## src/rtl/idct_transpose_4x4.sv

```systemverilog
// -----------------------------------------------------------------------------
// idct_transpose_4x4
//
// Ping-pong transpose buffer between the row pass and the column pass of a
// 4x4 IDCT. Samples arrive row-major, 16 per block, and are stored in one of
// two 16-entry banks. Once a bank holds a complete block it is read out in
// column-major order (entries 0,4,8,12,1,5,...,15) while the other bank
// fills. Sustained rate is one sample per cycle in and one per cycle out.
//
// Optional feature macro: TRANSPOSE_CLIP16_EN
//   When defined, every accepted sample is saturated to [-32768, 32767]
//   before it is stored (result sign-extended to DW bits). When undefined,
//   samples are stored at full DW width unchanged.
//
// Ports
//   clk       : clock, all state changes on the rising edge
//   reset     : asynchronous, active-high reset
//   in_valid  : in_data carries a row-pass sample
//   in_data   : signed DW-bit sample, row-major within the block
//   in_ready  : the buffer accepts in_data this cycle
//   out_valid : out_data carries a transposed sample
//   out_data  : signed DW-bit sample, column-major; 0 while out_valid=0
//   out_ready : the column-pass stage consumes out_data this cycle
//   out_last  : marks the 16th sample of each output block
// -----------------------------------------------------------------------------
module idct_transpose_4x4 #(
  parameter int DW = 25
) (
  input  logic                 clk,
  input  logic                 reset,
  input  logic                 in_valid,
  input  logic signed [DW-1:0] in_data,
  output logic                 in_ready,
  output logic                 out_valid,
  output logic signed [DW-1:0] out_data,
  input  logic                 out_ready,
  output logic                 out_last
);

  typedef enum logic [1:0] {
    BANK_EMPTY   = 2'd0,
    BANK_FILLING = 2'd1,
    BANK_FULL    = 2'd2
  } bank_state_t;

  bank_state_t bank_state_reg [2];

  logic       wr_ptr_reg;
  logic       rd_ptr_reg;
  logic [3:0] wr_idx_reg;
  logic [3:0] rd_idx_reg;

  logic       wr_ptr_next;
  logic       rd_ptr_next;
  logic [3:0] wr_idx_next;
  logic [3:0] rd_idx_next;

  logic in_fire;
  logic out_fire;

  // Bank 0 occupies addresses 0..15, bank 1 addresses 16..31.
  logic signed [DW-1:0] mem [0:31];
  logic signed [DW-1:0] rd_data_reg;
  logic signed [DW-1:0] wr_data;
  logic [4:0]           wr_addr;
  logic [4:0]           rd_addr_next;

  // ---------------------------------------------------------------------------
  // Handshake
  // ---------------------------------------------------------------------------
  // The write pointer only lands on a FULL bank when both banks are full,
  // and the read pointer only sees FULL on a bank that is done filling, so an
  // input and an output transfer in the same cycle always touch different
  // banks.
  assign in_ready  = (bank_state_reg[wr_ptr_reg] != BANK_FULL);
  assign out_valid = (bank_state_reg[rd_ptr_reg] == BANK_FULL);
  assign in_fire   = in_valid && in_ready;
  assign out_fire  = out_valid && out_ready;
  assign out_last  = out_valid && (rd_idx_reg == 4'd15);

  // ---------------------------------------------------------------------------
  // Index / pointer next-state
  // ---------------------------------------------------------------------------
  always_comb begin
    wr_idx_next = wr_idx_reg;
    wr_ptr_next = wr_ptr_reg;
    rd_idx_next = rd_idx_reg;
    rd_ptr_next = rd_ptr_reg;
    if (in_fire) begin
      wr_idx_next = wr_idx_reg + 4'd1;
      if (wr_idx_reg == 4'd15) begin
        wr_ptr_next = ~wr_ptr_reg;
      end
    end
    if (out_fire) begin
      rd_idx_next = rd_idx_reg + 4'd1;
      if (rd_idx_reg == 4'd15) begin
        rd_ptr_next = ~rd_ptr_reg;
      end
    end
  end

  always_ff @(posedge clk or posedge reset) begin
    if (reset) begin
      wr_idx_reg <= 4'd0;
      wr_ptr_reg <= 1'b0;
      rd_idx_reg <= 4'd0;
      rd_ptr_reg <= 1'b0;
    end else begin
      wr_idx_reg <= wr_idx_next;
      wr_ptr_reg <= wr_ptr_next;
      rd_idx_reg <= rd_idx_next;
      rd_ptr_reg <= rd_ptr_next;
    end
  end

  // ---------------------------------------------------------------------------
  // Per-bank state. A bank moves to FULL on its 16th write and back to EMPTY
  // on its 16th read, in the same edge as the pointer toggle, so there is no
  // idle cycle between consecutive blocks.
  // ---------------------------------------------------------------------------
  for (genvar gi = 0; gi < 2; gi++) begin : g_bank
    logic wr_sel;
    logic rd_sel;
    assign wr_sel = (wr_ptr_reg == 1'(gi));
    assign rd_sel = (rd_ptr_reg == 1'(gi));

    always_ff @(posedge clk or posedge reset) begin
      if (reset) begin
        bank_state_reg[gi] <= BANK_EMPTY;
      end else if (in_fire && wr_sel) begin
        bank_state_reg[gi] <= (wr_idx_reg == 4'd15) ? BANK_FULL : BANK_FILLING;
      end else if (out_fire && rd_sel && (rd_idx_reg == 4'd15)) begin
        bank_state_reg[gi] <= BANK_EMPTY;
      end
    end
  end

  // ---------------------------------------------------------------------------
  // Write data path
  // ---------------------------------------------------------------------------
`ifdef TRANSPOSE_CLIP16_EN
  localparam logic signed [DW-1:0] SAT_MAX = DW'(32767);
  localparam logic signed [DW-1:0] SAT_MIN = DW'(-32768);

  always_comb begin
    if (in_data > SAT_MAX) begin
      wr_data = SAT_MAX;
    end else if (in_data < SAT_MIN) begin
      wr_data = SAT_MIN;
    end else begin
      wr_data = in_data;
    end
  end
`else
  assign wr_data = in_data;
`endif

  assign wr_addr = {wr_ptr_reg, wr_idx_reg};

  // Output step j reads entry (j mod 4)*4 + (j div 4): the two halves of the
  // step index swap places. The address is formed from the *next* read state
  // so the registered read already holds the right entry when the step is
  // presented. The entry fetched is never the one written on the same edge:
  // a bank being read is FULL and not written, and a bank turning FULL takes
  // its last write at entry 15 while the first read targets entry 0.
  assign rd_addr_next = {rd_ptr_next, rd_idx_next[1:0], rd_idx_next[3:2]};

  always_ff @(posedge clk) begin
    if (in_fire) begin
      mem[wr_addr] <= wr_data;
    end
    rd_data_reg <= mem[rd_addr_next];
  end

  assign out_data = out_valid ? rd_data_reg : '0;

endmodule

```

## config.mk

```make
export PLATFORM = sky130hd
export DESIGN_NAME = idct_transpose_4x4
export DESIGN_NICKNAME = d
export VERILOG_FILES = /design/src/rtl/idct_transpose_4x4.sv
export SDC_FILE = /design/constraint.sdc
export NUM_CORES = 1
export LEC_CHECK = 0
export CAP_MARGIN = 10
export CORE_AREA = 3 3 248 274
export CTS_CLUSTER_DIAMETER = 40
export DETAILED_ROUTE_END_ITERATION = 12
export DIE_AREA = 0 0 251 277
export GPL_TIMING_DRIVEN = 0
export PLACE_DENSITY = 0.66
export SLEW_MARGIN = 20
export SYNTH_ARGS = -nofsm -noshare
export SYNTH_HDL_FRONTEND = slang
export SYNTH_SLANG_ARGS = --single-unit
```

## constraint.sdc

```tcl
create_clock -name clk -period 6.66 [get_ports clk]
set_input_delay 1.332 -clock clk [delete_from_list [all_inputs] [get_ports clk]]
set_output_delay 1.332 -clock clk [all_outputs]
set_load 0.1 [all_outputs]
```

== After elaboration in Yosys (flattened, before gate mapping) ==
Memories as Yosys holds them, arrays and structs flattened. A register that Yosys moved wholly into a read port is not among the register bits.
Cells that the tools add are included.
Storage, ports and cells
  register bits after elaboration: 14
  RAM bits: 800
  input bits: 29
  output and inout bits: 28
  word-level logic and storage cells: 48
  memories: 1
Cells by class
  add/subtract/negate cells: 2
  magnitude comparators: 2
  eq/ne operators: 4
  multiplexer cells: 17
  bitwise logic cells: 4
  reduce and logical (&&, ||, !) cells: 12
Memories
  mem: depth 32, bits a word 25, read ports 1, clocked after memory_dff 1, write ports 1, line 62  | logic signed [DW-1:0] mem [0:31];
Operator list (count)
  25-bit two-way mux: 1
  2-bit two-way mux: 11
  1-bit logical AND: 9
  4-bit by 1-bit adder with 4-bit output (second input constant): 2
  4-bit == test (second input constant): 2
  2-bit >= comparator (second input constant): 2
  1-bit two-way mux: 4
  4-bit two-way mux: 1
  1-bit inverter with 2-bit output: 2
  2-bit nonzero test: 2
  2-bit == test (second input constant): 1
  2-bit inequality test (second input constant): 1
  1-bit inverter: 2
  2-bit AND reduction: 1

== Logic depth before layout (Yosys ltp) ==
Gate-level depths: netlist of run 1.
  word-level depth: 10
  gate-level depth with buffers: 13
  depth with buffers taken out: 9

== Worst setup path before layout of run 1 ==
No wires, ideal clock.
  path type: register -> register
  start: register bank_state_reg[3] (netlist bit)
  end: memory mem[27][0], enable pin
  setup time: 407 ps
  data arrival time: 4073 ps
  data required time: 6253 ps
  slack: 2180 ps
  stages on the path, launching flop included: 8
  path buffers: 2
  clock period less this slack: 4480 ps
  cells stage by stage: dfrtp_1 -> nor3b_1 -> a31oi_1 -> and2_1 -> clkbuf_1 -> nand2_1 -> clkbuf_1 -> nor2_1
Between the ends
  word-level cells in the longest chain between the ends: 7
Ends and longest elaborated chain
  start, declared: line 46  | bank_state_t bank_state_reg [2];
  start signal, assigned by index: line 132  | bank_state_reg[gi] <= (wr_idx_reg == 4'd15) ? BANK_FULL : BANK_FILLING;
  2-bit two-way mux (not written as such) (3 in a row): line 75  | assign in_ready = (bank_state_reg[wr_ptr_reg] != BANK_FULL);
  2-bit inequality test: line 75
  named net in_ready: line 33  | output logic in_ready,
  1-bit logical AND: line 77  | assign in_fire = in_valid && in_ready;
  1-bit two-way mux: line 170  | if (in_fire) begin
  1-bit two-way mux (not written as such): line 171  | mem[wr_addr] <= wr_data;
  end, declared: line 62
The timed path passes the listed nets, and every way through them passes these cells. The select of a mux whose other input is x is not followed.

== Worst setup path in the final report of run 1 ==
  start: register rd_ptr_reg, in the netlist g_bank[1].rd_sel
  end: output port out_data[6]
Between the ends
  word-level cells in the longest chain between the ends: 6
Ends and longest elaborated chain
  start, declared: line 49  | logic rd_ptr_reg;
  start signal, assigned: line 113  | rd_ptr_reg <= rd_ptr_next;
  1-bit inverter with 2-bit output (not written as such): line 76  | assign out_valid = (bank_state_reg[rd_ptr_reg] == BANK_FULL);
  2-bit two-way mux (not written as such) (3 in a row): line 76
  2-bit == test: line 76
  25-bit two-way mux: line 176  | assign out_data = out_valid ? rd_data_reg : '0;
  end, declared: line 35  | output logic signed [DW-1:0] out_data,
Every way passes these cells. The select of a mux whose other input is x is not followed.

==> results of run 1 <==
## synth_stat cells, types with 14 or more instances
cell      instances  area share, %
edfxtp_1        800             74
nand2_1         341            3.9
nand3_1         114            1.8
mux4_2           90            6.2
nor2_1           68           0.79
and3_1           58            1.1
buf_2            46           0.71
clkbuf_1         37           0.43
a21oi_1          36           0.55
a211oi_1         26           0.60
and2_1           26           0.50
dfxtp_1          25            1.5
mux2i_1          25           0.77
a31oi_1          24           0.46
o22ai_1          22           0.42
o21ai_0          20           0.31
buf_4            15           0.35
o21ai_1          15           0.23
dfrtp_1          14            1.1
## layout make-up
cell class,count,area (um^2),area share [%]
sequential,839,24870,64.83
tap,850,1064,2.772
timing repair buffer,93,1391,3.627
multi-input combinational,1004,7199,18.77
inverter,10,38.79,0.1011
clock buffer,113,2519,6.565
buffer,117,621.8,1.621
clock inverter,65,658.1,1.715
## worst reg2reg max path: stages, from the launching register on
cell and delay (ns):
dfrtp_1 0.37, buf_6 0.13, and4bb_2 0.33, nor3_1 0.10
a22oi_1 0.90, clkbuf_1 0.76, o22ai_1 0.21, a2111oi_0 1.02
o21ai_1 0.15, o31ai_1 0.14
## final timing paths
check / end / cells after the start / startpoint / slack (ns)
setup / recovery: out_data[6] / 6 / g_bank[1].rd_sel$_DFF_PP0_ / 0.88
hold / removal: bank_state_reg[2]$_DFFE_PP0P_ / 2 / bank_state_reg[2]$_DFFE_PP0P_ / 0.59
setup reg to reg: rd_data_reg[9]$_DFF_P_ / 9 / g_bank[1].rd_sel$_DFF_PP0_ / 2.46
hold reg to reg: bank_state_reg[2]$_DFFE_PP0P_ / 2 / bank_state_reg[2]$_DFFE_PP0P_ / 0.59
max in group asynchronous: g_bank[1].rd_sel$_DFF_PP0_ / 2 / reset / 5.13
min in group asynchronous: rd_idx_reg[1]$_DFF_PP0_ / 2 / reset / 1.13
## report_power, final
part | switching [mW] | internal (mW)
clock | 2.14 | 3.09
sequential | 0.105 | 6.18
combinational | 1.70 | 0.688
## cell families (layout without fill, tap and decap cells)
logic type / count (synthesis) / in the layout
flops: 839 / 839
simple gates: 654 / 654
compound gates: 222 / 222
buf+inv: 127 / 398
mux: 116 / 116
xor+xnor: 7 / 7
fa+ha+maj: 5 / 5
## layer usage
| metal | up-vias | routed length, um | track usage (%) |
|---|---|---|---|
| met5 | - | 0 | 0 |
| met4 | 0 | 4041 | 11.14 |
| met3 | 230 | 9086 | 4.856 |
| met2 | 1176 | 44490 | 43.10 |
| met1 | 9945 | 34630 | 35.82 |
| li1 | 8069 | - | - |
==> impl_results.md, run 1 <==
- Status: completed
- Largest family of logic cells by synthesized area: simple AND/OR/NAND/NOR gates
- Hold Crit Class: flop to flop
- Hold_buf cts: 0
- Critical path arrival: 4.45 ns
- Mean post-synth cell area: 16.49 um^2
- Post-synthesis mux area share: 7.081%
- Commonest non-fill, non-tap cell in the layout: edfxtp_1
- Simple-Gate Fraction of Synth Area: a little under a tenth
- CTS buffer count: 96
- Slowest cell on the critical path: clkdlybuf4s50_1
- TritonRoute pass-1 iters: 5
- Buffers on Ports: 56
- Area growth syn-to-layout: 18.13%
- Max Slew Vio Count: 0
- Nature of the critical path startpoint: flop
- Final hold slack: 0.5892 ns
- Initial antenna violation count: 1
- Grt ovf: 0
- Fin util: 58.81%
- Clk buf depth: 3
- Final nets: 2,195
- Worst endpoint required time: approximately 5.3 ns
- # rows: between 90 and 100
- Share of cells above drive strength 1: 19.01%
- Yosys reg bits: 839
- Adder-cell share of the synthesized area: 0.1926%
- Die width: 251 um
- Fin Setup TNS: 0 ns
- Final WL: 92.24 mm
- Synthesized net count: about 2,000
- Vias/cell: 6.283
- Final critical-path share of the clock period: 86.84%
- Core Box Area: approximately 65,000 um^2
- Pin count of the biggest net entering global routing: 33
- Final GP Congestion: 0.8493
- WL per Instance: 29.84 um
- Vias in the first global route: slightly below 20,000
- DRC errors left: 0
- Design Power: 13.90 mW
- Post-route design area: 38,370 um^2
- Slowest Stage Delay on Critical Path: 1.14 ns
- Maxcap violations: 0
- Number of enable flip-flop cells after synthesis: 800
- Root Buffer: clkbuf_16
- Drt initial violations: 2,654
- Critical Setup Path Class: flop to output pin
- Setup repair bufs after CTS: 0
- Crit path buffers/inverters: 3
- Initial core utilization: approximately 50%
- Compound-Gate Fraction of Synth Area: under 10%
- First-pass GRT wire length: 133.0 mm
- Non-Filler Instances: 3,091
- Crit path max-delay family: buffers and inverters
- Cts repair resizes: 0
- Post-route setup slack: 0.8765 ns
- Place WS: 1.250 ns
- Synth cell types: 63
- Top-Level Pins: between 50 and 60
- Htree depth: 3
- Synth async-reset ratio: approximately 1.7%
- DP Area: 35,270 um^2
- Sequential fraction of the synthesis area: 76.59%
- Max reg flops: 800
- Chip height: 277 um
- Headroom to the max-slew limit: 20.87%
- Clk slew on worst S/H paths: about 0.060 ns
- Synth Instances: 1,970
- Worst Max-Slew Pin Slew: 1.157 ns
- RSZ-0062 raised after global routing: false
- Static Leak: 12.69 nW
- Clock net sink count: 839
- Post-synth top flop: edfxtp_1
- Hold Fails Final Rpt: 0
- Crit end category: output pin
- Layout Skew: 0.02017 ns
- Final ANT Viol Nets: 0
- Antenna fix cells: 0
- Final setup fails: 0
- Routed vias: 19,420
- Pwr/cell area: 362.3 nW/um^2
- Gr usage total: between 20% and 30%
- Fmax: 172.9 MHz
- TritonCTS clock tree: built
- Max VDD drop: approximately 0.00021 V
- Synth Cell Area: between 30,000 and 40,000 um^2
- Clk_lat worst skew: 0.64 ns
- Total die area: 69,530 um^2
- Critical Path Fanout Max: 10
- Commonest non-fill, non-tap cells in the layout: edfxtp_1, nand2_1, nand3_1
- Detailed placer's ending HPWL: approximately 61 mm
- Yosys Warn Count: 0
- Critical Path, Cell by Cell: buf_6 > or3b_2 > nand2_1 > clkbuf_1 > and2_1 > clkdlybuf4s50_1
- Xor/xnor cell area share of the yosys netlist: less than 1%
- Dpl cells: 2,913
- Final worst path period need: 5.784 ns
- Fillers: ~4,800
Note: power is estimated with default switching activity, not from simulation.
==> run 2, diff against run 1 <==
--- a/config.mk
+++ b/config.mk
@@ -7,7 +7,7 @@
 export LEC_CHECK = 0
 export CAP_MARGIN = 10
 export CORE_AREA = 3 3 248 274
-export CTS_CLUSTER_DIAMETER = 40
+export CTS_CLUSTER_DIAMETER = 120
 export DETAILED_ROUTE_END_ITERATION = 12
 export DIE_AREA = 0 0 251 277
 export GPL_TIMING_DRIVEN = 0
==> impl_results.md, run 2 (synthesis results as in run 1) <==
- Chip height: 277 um (unchanged)
- Clk_lat worst skew: 0.64 ns (about the same)
- Hold Fails Final Rpt: 0 (unchanged)
- Top-Level Pins: 57 (unchanged)
- Slowest cell on the critical path: clkdlybuf4s50_1
- Initial antenna violation count: 1 (unchanged)
- Max VDD drop: 0.0002159 V (+0.81%)
- CTS buffer count: 79 (-18%)
- TritonCTS clock tree: built
- Final GP Congestion: 0.8493 (unchanged)
- Fmax: 173.2 MHz (+0.16%)
- Core Box Area: 65,230 um^2 (unchanged)
- Post-route design area: 37,690 um^2 (-1.8%)
- Headroom to the max-slew limit: 22.67% (+1.8 points)
- Clk buf depth: 3 (unchanged)
- Critical path arrival: 4.44 ns (about the same)
- Pwr/cell area: 347.3 nW/um^2 (-4.1%)
- Post-route setup slack: 0.8855 ns (+0.008995 ns)
- Grt ovf: 0 (unchanged)
- Dpl cells: 2,913 (unchanged)
- Non-Filler Instances: 3,059 (-1.0%)
- Critical Path Fanout Max: 11 (+1)
- Detailed placer's ending HPWL: 61.07 mm (unchanged)
- Fin util: 57.78% (-1.0 points)
- Maxcap violations: 0 (unchanged)
- # rows: 98 (unchanged)
- Fin Setup TNS: 0 ns (unchanged)
- Initial core utilization: 49.79% (unchanged)
- RSZ-0062 raised after global routing: false
- Drt initial violations: 2,557 (-3.7%)
- Hold_buf cts: 0 (unchanged)
- Share of cells above drive strength 1: 17.21% (-1.8 points)
- Worst Max-Slew Pin Slew: 1.131 ns (-0.02633 ns)
- Die width: 251 um (unchanged)
- Commonest non-fill, non-tap cell in the layout: edfxtp_1
- Clk slew on worst S/H paths: 0.07 ns (about the same)
- Crit path buffers/inverters: 3 (unchanged)
- Commonest non-fill, non-tap cells in the layout: edfxtp_1, nand2_1, nand3_1
- Vias in the first global route: 18,940 (-1.8%)
- Status: completed
- Final nets: 2,178 (-0.77%)
- Final setup fails: 0 (unchanged)
- Vias/cell: 6.292 (+0.14%)
- Cts repair resizes: 0 (unchanged)
- Place WS: 1.250 ns (unchanged)
- Nature of the critical path startpoint: flop
- Pin count of the biggest net entering global routing: 33 (unchanged)
- DRC errors left: 0 (unchanged)
- WL per Instance: 30.01 um (+0.56%)
- Hold Crit Class: flop to flop
- Root Buffer: clkbuf_16
- Critical Path, Cell by Cell: buf_6 > or3b_2 > nand2_1 > clkbuf_1 > and2_1 > clkdlybuf4s50_1
- Htree depth: 3 (unchanged)
- Slowest Stage Delay on Critical Path: 1.14 ns (about the same)
- Area of the multi-input gates: 7194 um^2 (about the same)
- TritonRoute pass-1 iters: 5 (unchanged)
- Layout Skew: 0.03557 ns (+0.01540 ns)
- Final critical-path share of the clock period: 86.70% (-0.14 points)
- Worst endpoint required time: 5.33 ns (about the same)
- Fillers: 4,878 (+1.8%)
- Gr usage total: 26.31% (-0.29 points)
- Clock net sink count: 839 (unchanged)
- Area growth syn-to-layout: 16.05%
- Final WL: 91.80 mm (-0.48%)
- Routed vias: 19,250 (-0.90%)
- Buffers on Ports: 56 (unchanged)
- Final ANT Viol Nets: 0 (unchanged)
- FF/Latch Area: 24,870 um^2 (unchanged)
- First-pass GRT wire length: 131.6 mm (-1.1%)
- Max Slew Vio Count: 0 (unchanged)
- Final worst path period need: 5.775 ns (-0.008995 ns)
- Setup repair bufs after CTS: 0 (unchanged)
- Crit end category: output pin
- DP Area: 35,270 um^2 (unchanged)
- Max reg flops: 800 (unchanged)
- Static Leak: 12.38 nW (-2.4%)
- Total die area: 69,530 um^2 (unchanged)
- Crit path max-delay family: buffers and inverters
- Critical Setup Path Class: flop to output pin
-- run 2: final cells by class --
cell class,instances,area share (%)
Antenna cell,1,0.006639
Multi-Input combinational cell,1004,19.09
Sequential cell,839,65.99
Timing Repair Buffer,93,3.691
Buffer,117,1.650
Clock inverter,40,0.9494
Inverter,10,0.1029
Tap cell,850,2.822
Clock buffer,105,5.696
-- run 2: path summary, 6_finish.rpt --
check | cells past startpoint | start | end | slack [ns]
setup / recovery | 6 | g_bank[1].rd_sel$_DFF_PP0_ | out_data[6] | 0.89
hold / removal | 2 | bank_state_reg[2]$_DFFE_PP0P_ | bank_state_reg[2]$_DFFE_PP0P_ | 0.59
setup reg to reg | 9 | g_bank[1].rd_sel$_DFF_PP0_ | rd_data_reg[11]$_DFF_P_ | 2.51
hold reg to reg | 2 | bank_state_reg[2]$_DFFE_PP0P_ | bank_state_reg[2]$_DFFE_PP0P_ | 0.59
max in group asynchronous | 2 | reset | bank_state_reg[1]$_DFFE_PP0P_ | 5.14
min in group asynchronous | 2 | reset | wr_idx_reg[2]$_DFFE_PP0P_ | 1.12
-- run 2: worst min-delay path: cells and delay by family, from the launching register on --
family	cells	cell delay, ns
AO/OA/AOI/OAI	1	0.07
flip-flops	1	0.42
AND/OR/NAND/NOR	1	0.06
-- run 2: metrics by stage --
step,hold WS (ns),power [mW]
after detailed placement,0.5788,8.748
after global placement,0.5502,8.509
after CTS,0.5947,13.09
after floorplan,0.5111,7.619
final,0.5913,13.09
after global routing,0.6133,13.46
-- run 2: per-layer routing --
layer | track usage, % | vias up | part of all wire [%]
met5 | 0 | - | 0
met4 | 11.08 | 0 | 4.2
met3 | 4.480 | 205 | 10
met2 | 42.61 | 1254 | 48
met1 | 35.63 | 9770 | 38
li1 | - | 8017 | -
-- run 2: power by group --
| group | switching, mW | total, mW | internal [mW] | leakage, nW |
|---|---|---|---|---|
| Sequential | 0.105 | 6.29 | 6.18 | 7.59 |
| Clock | 1.91 | 4.42 | 2.51 | 1.22 |
| Combinational | 1.70 | 2.38 | 0.687 | 3.57 |
| Total | 3.71 | 13.1 | 9.38 | 12.4 |
==> run 3, diff against run 2 <==
--- a/config.mk
+++ b/config.mk
@@ -10,6 +10,7 @@
 export CTS_CLUSTER_DIAMETER = 120
 export DETAILED_ROUTE_END_ITERATION = 12
 export DIE_AREA = 0 0 251 277
+export GPL_ROUTABILITY_DRIVEN = 0
 export GPL_TIMING_DRIVEN = 0
 export PLACE_DENSITY = 0.66
 export SLEW_MARGIN = 20
==> results of run 3 <==
Final layout, timing and power as in run 2 (identical DEF).
